===== config.mk =====
export PLATFORM = sky130hd
export DESIGN_NAME = load_store_unit
export DESIGN_NICKNAME = d
export VERILOG_FILES = /design/src/rtl/load_store_unit.sv
export SDC_FILE = /design/constraint.sdc
export NUM_CORES = 1
export LEC_CHECK = 0
export CAP_MARGIN = 0
export CORE_ASPECT_RATIO = 1.25
export CORE_MARGIN = 2
export CORE_UTILIZATION = 43
export CTS_CLUSTER_DIAMETER = 50
export DETAILED_ROUTE_END_ITERATION = 10
export PLACE_DENSITY = 0.74
export SETUP_SLACK_MARGIN = 0.02
export SLEW_MARGIN = 10
export SYNTH_ARGS = -nofsm -noshare
export SYNTH_HDL_FRONTEND = slang
export SYNTH_SLANG_ARGS = --single-unit

===== constraint.sdc =====
create_clock -name clk -period 5.9 [get_ports clk]
set_input_delay 1.18 -clock clk [delete_from_list [all_inputs] [get_ports clk]]
set_output_delay 1.18 -clock clk [all_outputs]
set_load 0.01 [all_outputs]

===== src/rtl/load_store_unit.sv =====
`default_nettype none
// ============================================================================
// Module      : load_store_unit
// Description : Byte/halfword/word load-store engine in front of a word-wide
//               DataMemory port. One request at a time over valid/ready;
//               sub-word stores run as read-modify-write; loads return
//               sign- or zero-extended data with a one-cycle response pulse.
// Revision    : 1.0 - initial release
// ============================================================================
module load_store_unit #(
    parameter int DATA_WIDTH = 32,
    parameter int ADDR_WIDTH = 8
) (
    input  logic                    clk,
    input  logic                    rst,
    input  logic                    req_valid,
    output logic                    req_ready,
    input  logic                    req_write,
    input  logic [1:0]              req_size,
    input  logic                    req_unsigned,
    input  logic [ADDR_WIDTH+1:0]   req_addr,
    input  logic [DATA_WIDTH-1:0]   req_wdata,
    output logic                    resp_valid,
    output logic [DATA_WIDTH-1:0]   resp_rdata,
    output logic                    resp_error,
    output logic [ADDR_WIDTH-1:0]   mem_address,
    output logic [DATA_WIDTH-1:0]   mem_writeData,
    output logic                    mem_writeEnable,
    input  logic [DATA_WIDTH-1:0]   mem_readData
);

    localparam logic [1:0] c_IDLE  = 2'd0;
    localparam logic [1:0] c_READ  = 2'd1;
    localparam logic [1:0] c_WRITE = 2'd2;
    localparam logic [1:0] c_RESP  = 2'd3;

    localparam logic [1:0] c_SIZE_BYTE = 2'b00;
    localparam logic [1:0] c_SIZE_HALF = 2'b01;
    localparam logic [1:0] c_SIZE_WORD = 2'b10;

    logic [1:0]            r_state;
    logic                  r_write;
    logic [1:0]            r_size;
    logic                  r_unsigned;
    logic [ADDR_WIDTH+1:0] r_addr;
    // Only the low half of store data is ever merged into an old word;
    // full-word stores are staged straight into r_memWriteData at accept.
    logic [15:0]           r_wdataLow;
    logic [DATA_WIDTH-1:0] r_rdata;
    logic                  r_error;
    logic [DATA_WIDTH-1:0] r_memWriteData;

    logic                  w_accept;
    logic                  w_reqError;
    logic [7:0]            w_byteSel;
    logic [15:0]           w_halfSel;
    logic [DATA_WIDTH-1:0] w_loadData;
    logic [DATA_WIDTH-1:0] w_mergedWord;

    assign w_accept = req_valid && req_ready;

    // Classify the incoming request: illegal size or misaligned address.
    always_comb begin
        w_reqError = 1'b0;
        case (req_size)
            c_SIZE_BYTE: w_reqError = 1'b0;
            c_SIZE_HALF: w_reqError = req_addr[0];
            c_SIZE_WORD: w_reqError = |req_addr[1:0];
            default:     w_reqError = 1'b1;
        endcase
    end

    // Pick the addressed little-endian lane and extend it to a full word.
    always_comb begin
        w_byteSel = 8'h00;
        case (r_addr[1:0])
            2'd0:    w_byteSel = mem_readData[7:0];
            2'd1:    w_byteSel = mem_readData[15:8];
            2'd2:    w_byteSel = mem_readData[23:16];
            default: w_byteSel = mem_readData[31:24];
        endcase
        w_halfSel = r_addr[1] ? mem_readData[31:16] : mem_readData[15:0];
        w_loadData = mem_readData;
        case (r_size)
            c_SIZE_BYTE: w_loadData = {{24{!r_unsigned && w_byteSel[7]}}, w_byteSel};
            c_SIZE_HALF: w_loadData = {{16{!r_unsigned && w_halfSel[15]}}, w_halfSel};
            default:     w_loadData = mem_readData;
        endcase
    end

    // Replace the addressed lane(s) of the old word with the store data.
    always_comb begin
        w_mergedWord = mem_readData;
        if (r_size == c_SIZE_BYTE) begin
            case (r_addr[1:0])
                2'd0:    w_mergedWord[7:0]   = r_wdataLow[7:0];
                2'd1:    w_mergedWord[15:8]  = r_wdataLow[7:0];
                2'd2:    w_mergedWord[23:16] = r_wdataLow[7:0];
                default: w_mergedWord[31:24] = r_wdataLow[7:0];
            endcase
        end else if (r_addr[1]) begin
            w_mergedWord[31:16] = r_wdataLow;
        end else begin
            w_mergedWord[15:0] = r_wdataLow;
        end
    end

    // Request sequencer; response registers only change on entry to RESP so
    // they hold their value between responses.
    always_ff @(posedge clk or posedge rst) begin
        if (rst) begin
            r_state        <= c_IDLE;
            r_write        <= 1'b0;
            r_size         <= 2'b00;
            r_unsigned     <= 1'b0;
            r_addr         <= '0;
            r_wdataLow     <= 16'h0000;
            r_rdata        <= '0;
            r_error        <= 1'b0;
            r_memWriteData <= '0;
        end else begin
            case (r_state)
                c_IDLE: begin
                    if (w_accept) begin
                        r_write    <= req_write;
                        r_size     <= req_size;
                        r_unsigned <= req_unsigned;
                        r_addr     <= req_addr;
                        r_wdataLow <= req_wdata[15:0];
                        if (w_reqError) begin
                            r_error <= 1'b1;
                            r_rdata <= '0;
                            r_state <= c_RESP;
                        end else if (req_write && req_size == c_SIZE_WORD) begin
                            r_memWriteData <= req_wdata;
                            r_state        <= c_WRITE;
                        end else begin
                            r_state <= c_READ;
                        end
                    end
                end
                c_READ: begin
                    if (r_write) begin
                        r_memWriteData <= w_mergedWord;
                        r_state        <= c_WRITE;
                    end else begin
                        r_rdata <= w_loadData;
                        r_error <= 1'b0;
                        r_state <= c_RESP;
                    end
                end
                c_WRITE: begin
                    r_rdata <= '0;
                    r_error <= 1'b0;
                    r_state <= c_RESP;
                end
                default: begin
                    r_state <= c_IDLE;
                end
            endcase
        end
    end

    // Strobes are gated by rst so they drop the instant reset asserts.
    assign req_ready       = (r_state == c_IDLE)  && !rst;
    assign resp_valid      = (r_state == c_RESP)  && !rst;
    assign mem_writeEnable = (r_state == c_WRITE) && !rst;
    assign resp_rdata      = r_rdata;
    assign resp_error      = r_error;
    assign mem_address     = r_addr[ADDR_WIDTH+1:2];
    assign mem_writeData   = r_memWriteData;

endmodule
`default_nettype wire


==> results.tsv, run 1 <==
metric	value	unit
place.gp.congestion	0.8929	
ys_top_cells_by_area	sky130_fd_sc_hd__dfrtp_1, sky130_fd_sc_hd__mux2_2, sky130_fd_sc_hd__o21ai_0	
postCtsSetupRepairBufs	0	
crit_family	buffers and inverters	
static-leakage-power	2.948	nW
synth-main-ff-cell	sky130_fd_sc_hd__dfrtp_1	
route.detailed.drc	0	
dp.final_hpwl	12160	um
timing_max_transition_violations_final	0	
yosysTopAreaCellShare	45.21	%
htreeDepth	3	
regToRegSetupSlack	2.87	ns
drt_iter0_drc	372	
synth_seq_cells	97	
timing.critical_path.from_type	input pin	
min_period	3.660	ns
tritoncts_clock_tree	done	
ws_path_type	in -> out	
crit_path_cell_trace	clkdlybuf4s50_1, nor2_1, clkdlybuf4s50_1	
timing.critical_path.from	rst	
drive_above_1_share	13.31	%
fin_setup_tns	0	ns
syn_to_final_growth	34.51	%
irDropWorstVdd	0.0003568	V
placed_area	0.006938	mm2
critical_path.endpoint	req_ready	
yosysMostFrequentCell	sky130_fd_sc_hd__dfrtp_1	
timing.fmax	273.2	MHz
grt_setup_unrepaired	no	
path_depth	3	
grt_pass1_vias	4815	
dp.cells	794	
slew-limit-headroom	30.80	%
finalClockSkew	0.009075	ns
cts_repair_resize_count	0	
vias	4878	
grt_max_degree	70	
detail_route.vias_per_cell	6.015	
yosys_warnings	0	
clk_transition_reported_paths	0.06	ns
synthDominantAreaCellType	sky130_fd_sc_hd__dfrtp_1	
timing.critical_path.required	4.72	ns
worst_ep_arrival_time	2.48	ns
yosysSeqAreaShare	45.21	%
clk_path_buf_depth	2	
dp_worst_setup_slack	2.249	ns
worst_r2r_endpoint	resp_rdata[16]	
die_y	128.9	um
initial_utilization	44.15	%
power.density	535.1	mW/mm2
hold_buffers	0	
worst_setup_path_end_kind	primary output	
run_status	completed	
die_span_in_x	103.9	um
holdCritPathClass	reg -> reg	
hold-path-cell-count	1	
critical_path.max_stage_delay	0.57	ns
final_design_area_no_fill	0.007222	mm2
port-buffer-count	156	
grt-ovfl-total	0	
synthCells	520	
worst_skew_pair.late_latency	0.35	ns
initial_antenna_violation_count	0	
floorplan.die_area	0.01340	mm2
syn_area	0.005369	mm2
io_pins	157	
worstMarginPinSlew	1.038	ns
cts-buffers-inserted	9	
route.detailed.wl_per_inst	20.79	um
finalSetupViolCount	0	
drt_first_pass_iters	5	
async_flop_share	100.0	%
clock-root-buffer	sky130_fd_sc_hd__clkbuf_16	
drv.max_cap_violation_count	0	
hold_path_startpoint	resp_rdata[4]	
synthTopCellsByCount	sky130_fd_sc_hd__dfrtp_1, sky130_fd_sc_hd__o21ai_0, sky130_fd_sc_hd__mux2_2, sky130_fd_sc_hd__a21oi_1, sky130_fd_sc_hd__nor2_1	
critical_path.reg2reg.startpoint	r_state[1]	
syn-num-nets	606	
fp-row-count	45	
number_of_distinct_library_cell_variants_in_the_gate_level_netlist_after_synthesis	57	
worstPathMaxFanout	8	
routed_wl	16860	um
groute.usage.overall	25.29	%
detail-route-antenna-nets	0	
hold_violations	0	
nets_final	727	
cell_depth_of_the_worst_flop_to_flop_path	7	
stdcell_count	811	
timing.critical_path.slowest_stage_cell	sky130_fd_sc_hd__clkdlybuf4s50_1	
grt_first_pass_wirelength	26490	um
postSynthAreaPerCell	10.32	um2
fin_crit_sh	62.04	%
cp.buffers_inverters	2	
floorplan.core_area	0.01216	mm2
cts_num_sinks	97	
synth_edf_count	0	
finalWorstSetupSlack	2.240	ns
timing.critical_path.mode_cell	sky130_fd_sc_hd__clkdlybuf4s50_1	
## cells in the final DEF, fill, tap and decap left out, types with 8 or more instances in the layout
master	instances
sky130_fd_sc_hd__a21oi_1	34
sky130_fd_sc_hd__a221o_2	10
sky130_fd_sc_hd__a22o_1	21
sky130_fd_sc_hd__a32o_1	11
sky130_fd_sc_hd__buf_4	8
sky130_fd_sc_hd__clkbuf_16	9
sky130_fd_sc_hd__clkdlybuf4s50_1	156
sky130_fd_sc_hd__dfrtp_1	97
sky130_fd_sc_hd__inv_1	17
sky130_fd_sc_hd__mux2_2	39
sky130_fd_sc_hd__nand2_1	15
sky130_fd_sc_hd__nand2b_1	10
sky130_fd_sc_hd__nand3_1	8
sky130_fd_sc_hd__nor2_1	32
sky130_fd_sc_hd__nor3_1	8
sky130_fd_sc_hd__o211ai_1	11
sky130_fd_sc_hd__o21ai_0	44
sky130_fd_sc_hd__o2bb2ai_1	8
sky130_fd_sc_hd__o311ai_0	13
## state kept, by name, indices dropped and copies added (netlist names)
register       count
r_write            1
r_addr            10
r_unsigned         1
mem_writeData     32
r_size             2
r_wdataLow        16
resp_error         1
resp_rdata        32
r_state            2
## worst min-delay path by stage
stage                          to  slack (ns)
global route        resp_rdata[5]        0.52
floorplan           r_wdataLow[9]        0.47
finish              resp_rdata[4]        0.48
detailed placement  resp_rdata[5]        0.47
CTS                 resp_rdata[5]        0.48
global placement    resp_rdata[4]        0.46
## report_power, final
part / leakage, nW / switching [mW] / internal (mW)
Clock: 0.135 / 0.255 / 0.296
Combinational: 1.58 / 1.09 / 1.00
Sequential: 1.23 / 0.258 / 0.960
Total: 2.95 / 1.61 / 2.26
## through the flow
step,util (%),total power [mW],hold slack (ns)
3_5_place_dp,57.05,3.299,0.4694
4_1_cts,59.30,3.861,0.4836
6_report,59.38,3.865,0.4841
5_1_grt,59.36,4.111,0.5170
2_1_floorplan,-,2.514,0.4735
3_3_place_gp,57.05,3.255,0.4601
## routing by layer
metal,part of all wire [%],track usage [%]
met5,0,0
met4,2.4,9.936
met3,5.5,4.306
met2,49,42.72
met1,43,32.64
## kinds of logic (layout without fill, tap and decap cells)
kind of cell	after synthesis	count (layout)	synth area share (%)
flops	97	97	45.21
mux	45	45	9.299
simple gates	93	93	9.415
other cells	0	1	0
buf+inv	72	198	6.269
compound gates	208	208	28.64
fa+ha+maj	5	5	1.165
## cell type report
class,count,area [um2]
Fill cell,1086,4940
Multi-Input combinational cell,351,2621
Sequential cell,97,2427
Timing Repair Buffer,164,1622
Clock buffer,11,242.7
Tap cell,164,205.2
Inverter,18,70.07
Clock inverter,5,31.28
Antenna cell,1,2.502
Power figures use the tool's default switching activity.
==> run 2: changes to the inputs <==
==> constraint.sdc (replaced) <==
create_clock -name clk -period 3.7 [get_ports clk]
set_input_delay 0.74 -clock clk [delete_from_list [all_inputs] [get_ports clk]]
set_output_delay 0.74 -clock clk [all_outputs]
set_load 0.01 [all_outputs]
==> run 2 against run 1 <==
Total power is 61% higher. First-iteration DRC count is 2.4% higher. Largest cell class unchanged. Utilization grew 0.10 points. Critical path depth did not move. Critical endpoint is now resp_valid. Global-route usage about the same. Via count grew 0.74%.
==> results.tsv, run 2 (same netlist as run 1, synthesis figures left out) <==
metric	value	unit	change
run_status	completed		unchanged
postCtsSetupRepairBufs	0		unchanged
worst_ep_arrival_time	2.02	ns	was 2.48 ns
grt_max_degree	69		was 70
worst_setup_path_end_kind	primary output		unchanged
worst_skew_pair.late_latency	0.35	ns	about the same
io_pins	157		unchanged
fin_setup_tns	0	ns	unchanged
drive_above_1_share	13.02	%	was 13.31%
hold_buffers	0		unchanged
nets_final	728		was 727
timing_max_transition_violations_final	0		unchanged
p_int	3.652	mW	was 2.257 mW
holdCritPathClass	reg -> reg		unchanged
timing.critical_path.required	2.96	ns	was 4.72 ns
grt_pass1_vias	4799		was 4815
dp.cells	795		was 794
critical_path.max_stage_delay	0.56	ns	was 0.57 ns
grt_first_pass_wirelength	26570	um	was 26490 um
slew-limit-headroom	16.72	%	was 30.80%
die_span_in_x	103.9	um	unchanged
initial_antenna_violation_count	0		unchanged
place.gp.congestion	0.8734		was 0.8929
globalRoute.busiestLayer	met2		unchanged
clock_power_share	14.6	%	was 14.2%
detail-route-antenna-nets	0		unchanged
drt_first_pass_iters	5		unchanged
worstPathMaxFanout	8		unchanged
floorplan.die_area	0.01340	mm2	unchanged
crit_family	buffers and inverters		unchanged
drv.max_cap_violation_count	0		unchanged
dp.final_hpwl	12380	um	was 12160 um
cts-buffers-inserted	9		unchanged
timing.fmax	363.0	MHz	
placed_area	0.006958	mm2	was 0.006938 mm2
port-buffer-count	156		unchanged
drt_iter0_drc	381		was 372
power.density	859.9	mW/mm2	was 535.1 mW/mm2
layout_common_cells	sky130_fd_sc_hd__clkdlybuf4s50_1, sky130_fd_sc_hd__dfrtp_1, sky130_fd_sc_hd__o21ai_0		unchanged
clock-root-buffer	sky130_fd_sc_hd__clkbuf_16		unchanged
routed_wl	16990	um	was 16860 um
irDropWorstVdd	0.0005260	V	was 0.0003568 V
floorplan.core_area	0.01216	mm2	unchanged
global_route.usage.met1	33.05	%	was 32.64%
initial_utilization	44.15	%	unchanged
hold_violations	0		unchanged
clk_transition_reported_paths	0.06	ns	about the same
finalClockSkew	0.008894	ns	was 0.009075 ns
finalSetupViolCount	0		unchanged
detail_route.vias_per_cell	6.074		was 6.015
route.detailed.drc	0		unchanged
clk_path_buf_depth	2		unchanged
most_common_cell_after_layout_fill_and_taps_aside	sky130_fd_sc_hd__clkdlybuf4s50_1		unchanged
timing.critical_path.from_type	input pin		unchanged
switchingPower	2.569	mW	was 1.608 mW
cp.buffers_inverters	2		unchanged
die_y	128.9	um	unchanged
crit_path_cell_trace	clkdlybuf4s50_1, nor2b_1, clkdlybuf4s50_1		was clkdlybuf4s50_1, nor2_1, clkdlybuf4s50_1
grt-ovfl-total	0		unchanged
groute.usage.overall	25.24	%	was 25.29%
stdcell_count	809		was 811
ws_path_type	in -> out		unchanged
total_power	6.221	mW	was 3.865 mW
timing.critical_path.slowest_stage_cell	sky130_fd_sc_hd__clkdlybuf4s50_1		unchanged
globalRouteMet3Util	3.495	%	was 4.306%
regToRegSetupSlack	1.10	ns	was 2.87 ns
timing.critical_path.mode_cell	sky130_fd_sc_hd__clkdlybuf4s50_1		unchanged
syn_to_final_growth	34.75	%	was 34.51%
use_met2	42.61	%	was 42.72%
cts_repair_resize_count	0		unchanged
htreeDepth	3		unchanged
final_design_area_no_fill	0.007234	mm2	was 0.007222 mm2
static-leakage-power	2.957	nW	was 2.948 nW
min_period	2.755	ns	
insertedDiodeCount	0		was 1
worstMarginPinSlew	1.249	ns	was 1.038 ns
seqPwrFrac	31.5	%	about the same
power.share.switching	41.29	%	was 41.60%
share_comb_of_total_power	53.9	%	was 54.2%
grt_setup_unrepaired	no		unchanged
tritoncts_clock_tree	done		unchanged
vias	4914		was 4878
fin_crit_sh	74.46	%	
route.detailed.wl_per_inst	21.00	um	was 20.79 um
cts_num_sinks	97		unchanged
finalCoreUtilization	59.49	%	was 59.38%
fp-row-count	45		unchanged
[run 2: cell count changes in the layout (fill, tap and decap cells not counted), sizes merged]
cell,delta
buf,+1
clkinvlp,-1
clkinv,-2
bufinv,+1
diode,-1
[run 2: layout make-up]
class                           instances  area, um2
Fill cell                            1064       4927
Sequential cell                        97       2427
Multi-Input combinational cell        351       2614
Clock inverter                          3      43.79
Timing Repair Buffer                  165       1642
Clock buffer                           11      232.7
Inverter                               18      70.07
Tap cell                              164      205.2
[run 2: layer usage]
| layer | vias up | share of wire (%) |
|---|---|---|
| li1 | 2230 | - |
| met4 | 0 | 2.6 |
| met3 | 35 | 6.3 |
| met5 | - | 0 |
| met1 | 2385 | 41 |
| met2 | 264 | 50 |
[run 2: through the flow]
step / setup WS (ns) / hold WS, ns
floorplan: 0.4263 / 0.4735
global placement: 0.8056 / 0.4631
detailed placement: 0.6938 / 0.4745
CTS: 0.9437 / 0.4887
global route: 0.8458 / 0.5111
finish: 0.9448 / 0.4843
[run 2: worst paths after layout]
path	from	to	cells past startpoint
min in group asynchronous	rst	resp_error	2
worst min register to register	resp_rdata[5]	resp_rdata[5]	1
worst max register to register	r_state[0]	resp_rdata[22]	6
max in group asynchronous	rst	r_write	3
worst max-delay path	rst	resp_valid	3
worst min-delay path	resp_rdata[5]	resp_rdata[5]	1
[run 2: power by group through the flow]
| stage | clock network, mW | logic [mW] | registers [mW] |
|---|---|---|---|
| 3_5_place_dp | 0 | 3.32 | 1.96 |
| 2_1_floorplan | 0 | 2.11 | 1.90 |
| 3_3_place_gp | 0 | 3.25 | 1.95 |
| 6_report | 0.908 | 3.36 | 1.96 |
| 5_1_grt | 0.957 | 3.62 | 2.02 |
| 4_1_cts | 0.917 | 3.33 | 1.95 |
==> run 3: changes to the inputs <==
==> constraint.sdc (replaced) <==
create_clock -name clk -period 2.7 [get_ports clk]
set_input_delay 0.54 -clock clk [delete_from_list [all_inputs] [get_ports clk]]
set_output_delay 0.54 -clock clk [all_outputs]
set_load 0.01 [all_outputs]
==> run 3 against run 2 <==
Via count decreased by 0.85%. Clock skew decreased by 0.0033 ns. Utilization is 1.1 points higher. Worst hold slack got worse by 0.0076 ns. Die area unchanged. Sequential power is 34% higher. Clock-buffer cell count shrank 1. Global-route usage fell by 0.73 points. Combinational power increased by 42%. Critical path depth rose by 2. Register-to-register slack got worse by 0.91 ns. Non-clock buffer count increased by 10. Critical path type is now reg -> out. Highest routed layer unchanged.
==> results.tsv, run 3 (same netlist as run 1, synthesis figures left out) <==
metric	value	unit	change
dp.final_hpwl	12280	um	was 12380 um
switchingPower	3.538	mW	was 2.569 mW
top_layer_used	met4		unchanged
ws_path_type	reg -> out		was in -> out
finalCoreUtilization	60.63	%	was 59.49%
insertedDiodeCount	0		unchanged
worst_skew_pair.late_latency	0.35	ns	about the same
floorplan.die_area	0.01340	mm2	unchanged
static-leakage-power	3.033	nW	was 2.957 nW
p_int	5.153	mW	was 3.652 mW
tritoncts_clock_tree	done		unchanged
clk_path_buf_depth	2		unchanged
final_design_area_no_fill	0.007373	mm2	was 0.007234 mm2
groute.usage.overall	24.51	%	was 25.24%
route.detailed.wl_per_inst	20.16	um	was 21.00 um
nets_final	738		was 728
share_comb_of_total_power	55.0	%	was 53.9%
worstPathMaxFanout	5		was 8
htreeDepth	3		unchanged
power.density	1179	mW/mm2	was 859.9 mW/mm2
layout_common_cells	sky130_fd_sc_hd__clkdlybuf4s50_1, sky130_fd_sc_hd__dfrtp_1, sky130_fd_sc_hd__o21ai_0		unchanged
grt_pass1_vias	4778		was 4799
grt-ovfl-total	0		unchanged
timing.critical_path.required	2.16	ns	was 2.96 ns
port-buffer-count	156		unchanged
detailroute.wirelength.met2	8164	um	was 8424 um
cts_num_sinks	97		unchanged
drive_above_1_share	14.76	%	was 13.02%
timing.fmax	396.4	MHz	
grt_setup_unrepaired	no		unchanged
holdCritPathClass	reg -> reg		unchanged
place.gp.congestion	0.9258		was 0.8734
drt_first_pass_iters	5		unchanged
min_period	2.523	ns	
drt_iter0_drc	378		was 381
fp-row-count	45		unchanged
clock_power_share	14.8	%	was 14.6%
initial_utilization	44.15	%	unchanged
fin_crit_sh	93.43	%	
run_status	completed		unchanged
io_pins	157		unchanged
irDropWorstVdd	0.0006937	V	was 0.0005260 V
hold_buffers	0		unchanged
worst_ep_arrival_time	1.98	ns	was 2.02 ns
hold_violations	0		unchanged
power.share.switching	40.71	%	was 41.29%
floorplan.core_area	0.01216	mm2	unchanged
initial_antenna_violation_count	0		unchanged
detailroute.wirelength.met3	1007	um	was 1079 um
clk_transition_reported_paths	0.07	ns	was 0.06 ns
drv.max_cap_violation_count	0		unchanged
most_common_cell_after_layout_fill_and_taps_aside	sky130_fd_sc_hd__clkdlybuf4s50_1		unchanged
finalSetupViolCount	0		unchanged
routed_wl	16560	um	was 16990 um
seqPwrFrac	30.3	%	was 31.5%
m1WireLength	6981	um	was 7038 um
finalClockSkew	0.005613	ns	was 0.008894 ns
die_y	128.9	um	unchanged
die_span_in_x	103.9	um	unchanged
cts-buffers-inserted	9		unchanged
timing.critical_path.from_type	flop		was input pin
clock-root-buffer	sky130_fd_sc_hd__clkbuf_16		unchanged
timing_max_transition_violations_final	0		unchanged
placed_area	0.007072	mm2	was 0.006958 mm2
syn_to_final_growth	37.33	%	was 34.75%
vias	4872		was 4914
detail_route.vias_per_cell	5.934		was 6.074
grt_max_degree	98		was 69
total_power	8.691	mW	was 6.221 mW
slew-limit-headroom	21.31	%	was 16.72%
worstMarginPinSlew	1.180	ns	was 1.249 ns
worst_setup_path_end_kind	primary output		unchanged
grt_first_pass_wirelength	25810	um	was 26570 um
route.detailed.drc	0		unchanged
detail-route-antenna-nets	0		unchanged
## run 3: changes by cell type in the layout (fill, tap and decap cells not counted), sizes merged
cell / change
buf: +10
clkbuf: -1
clkinv: +1
clkinvlp: +1
inv: +1
## run 3: worst paths after layout
path	start	to	slack, ns	cells past startpoint
setup reg to reg	r_state[1]	resp_rdata[23]	0.19	6
hold reg to reg	resp_rdata[5]	resp_rdata[5]	0.48	1
hold / removal	resp_rdata[5]	resp_rdata[5]	0.48	1
min in group asynchronous	rst	r_state[1]	0.85	3
setup / recovery	r_state[1]	req_ready	0.18	5
max in group asynchronous	rst	resp_rdata[13]	1.41	3
## run 3: worst max-delay path, stage by stage, from the launching register on
cell	delay, ns
sky130_fd_sc_hd__dfrtp_1	0.42
sky130_fd_sc_hd__inv_1	0.13
sky130_fd_sc_hd__ha_1	0.26
sky130_fd_sc_hd__inv_1	0.17
sky130_fd_sc_hd__nor2_1	0.12
sky130_fd_sc_hd__clkdlybuf4s50_1	0.54
## run 3: cell type report
class	instances	area (um2)
Clock buffer	10	229.0
Clock inverter	6	66.31
Fill cell	1055	4788
Inverter	18	71.32
Multi-Input combinational cell	351	2620
Sequential cell	97	2427
Tap cell	164	205.2
Timing Repair Buffer	175	1754
## run 3: per-stage QoR
stage                     setup slack, ns  hold WS [ns]  instances  setup TNS [ns]
after global routing              0.02297        0.5082        821               0
final                              0.1774        0.4767        821               0
after CTS                          0.1288        0.4827        821               0
after global placement            0.09532        0.4629        805               0
after floorplan                    0.8030        0.4735        520               0
after detailed placement        -0.002702        0.4672        805       -0.002702
## run 3: repair_timing
item,CTS,global route
buffers inserted,0,0
endpoints found under the setup margin,0,16
resized for setup,0,1
## run 3: routing by layer
layer,vias up,global-route usage [%]
li1,2245,-
met1,2380,31.90
met2,222,41.49
met3,25,3.394
met4,0,10.10
met5,-,0
## run 3: power groups by stage
stage	Combinational [mW]	Clock, mW	Sequential, mW
detailed placement	4.74	0	2.64
floorplan	2.89	0	2.61
finish	4.78	1.28	2.63
global route	5.16	1.35	2.71
global placement	4.63	0	2.63
CTS	4.76	1.31	2.63
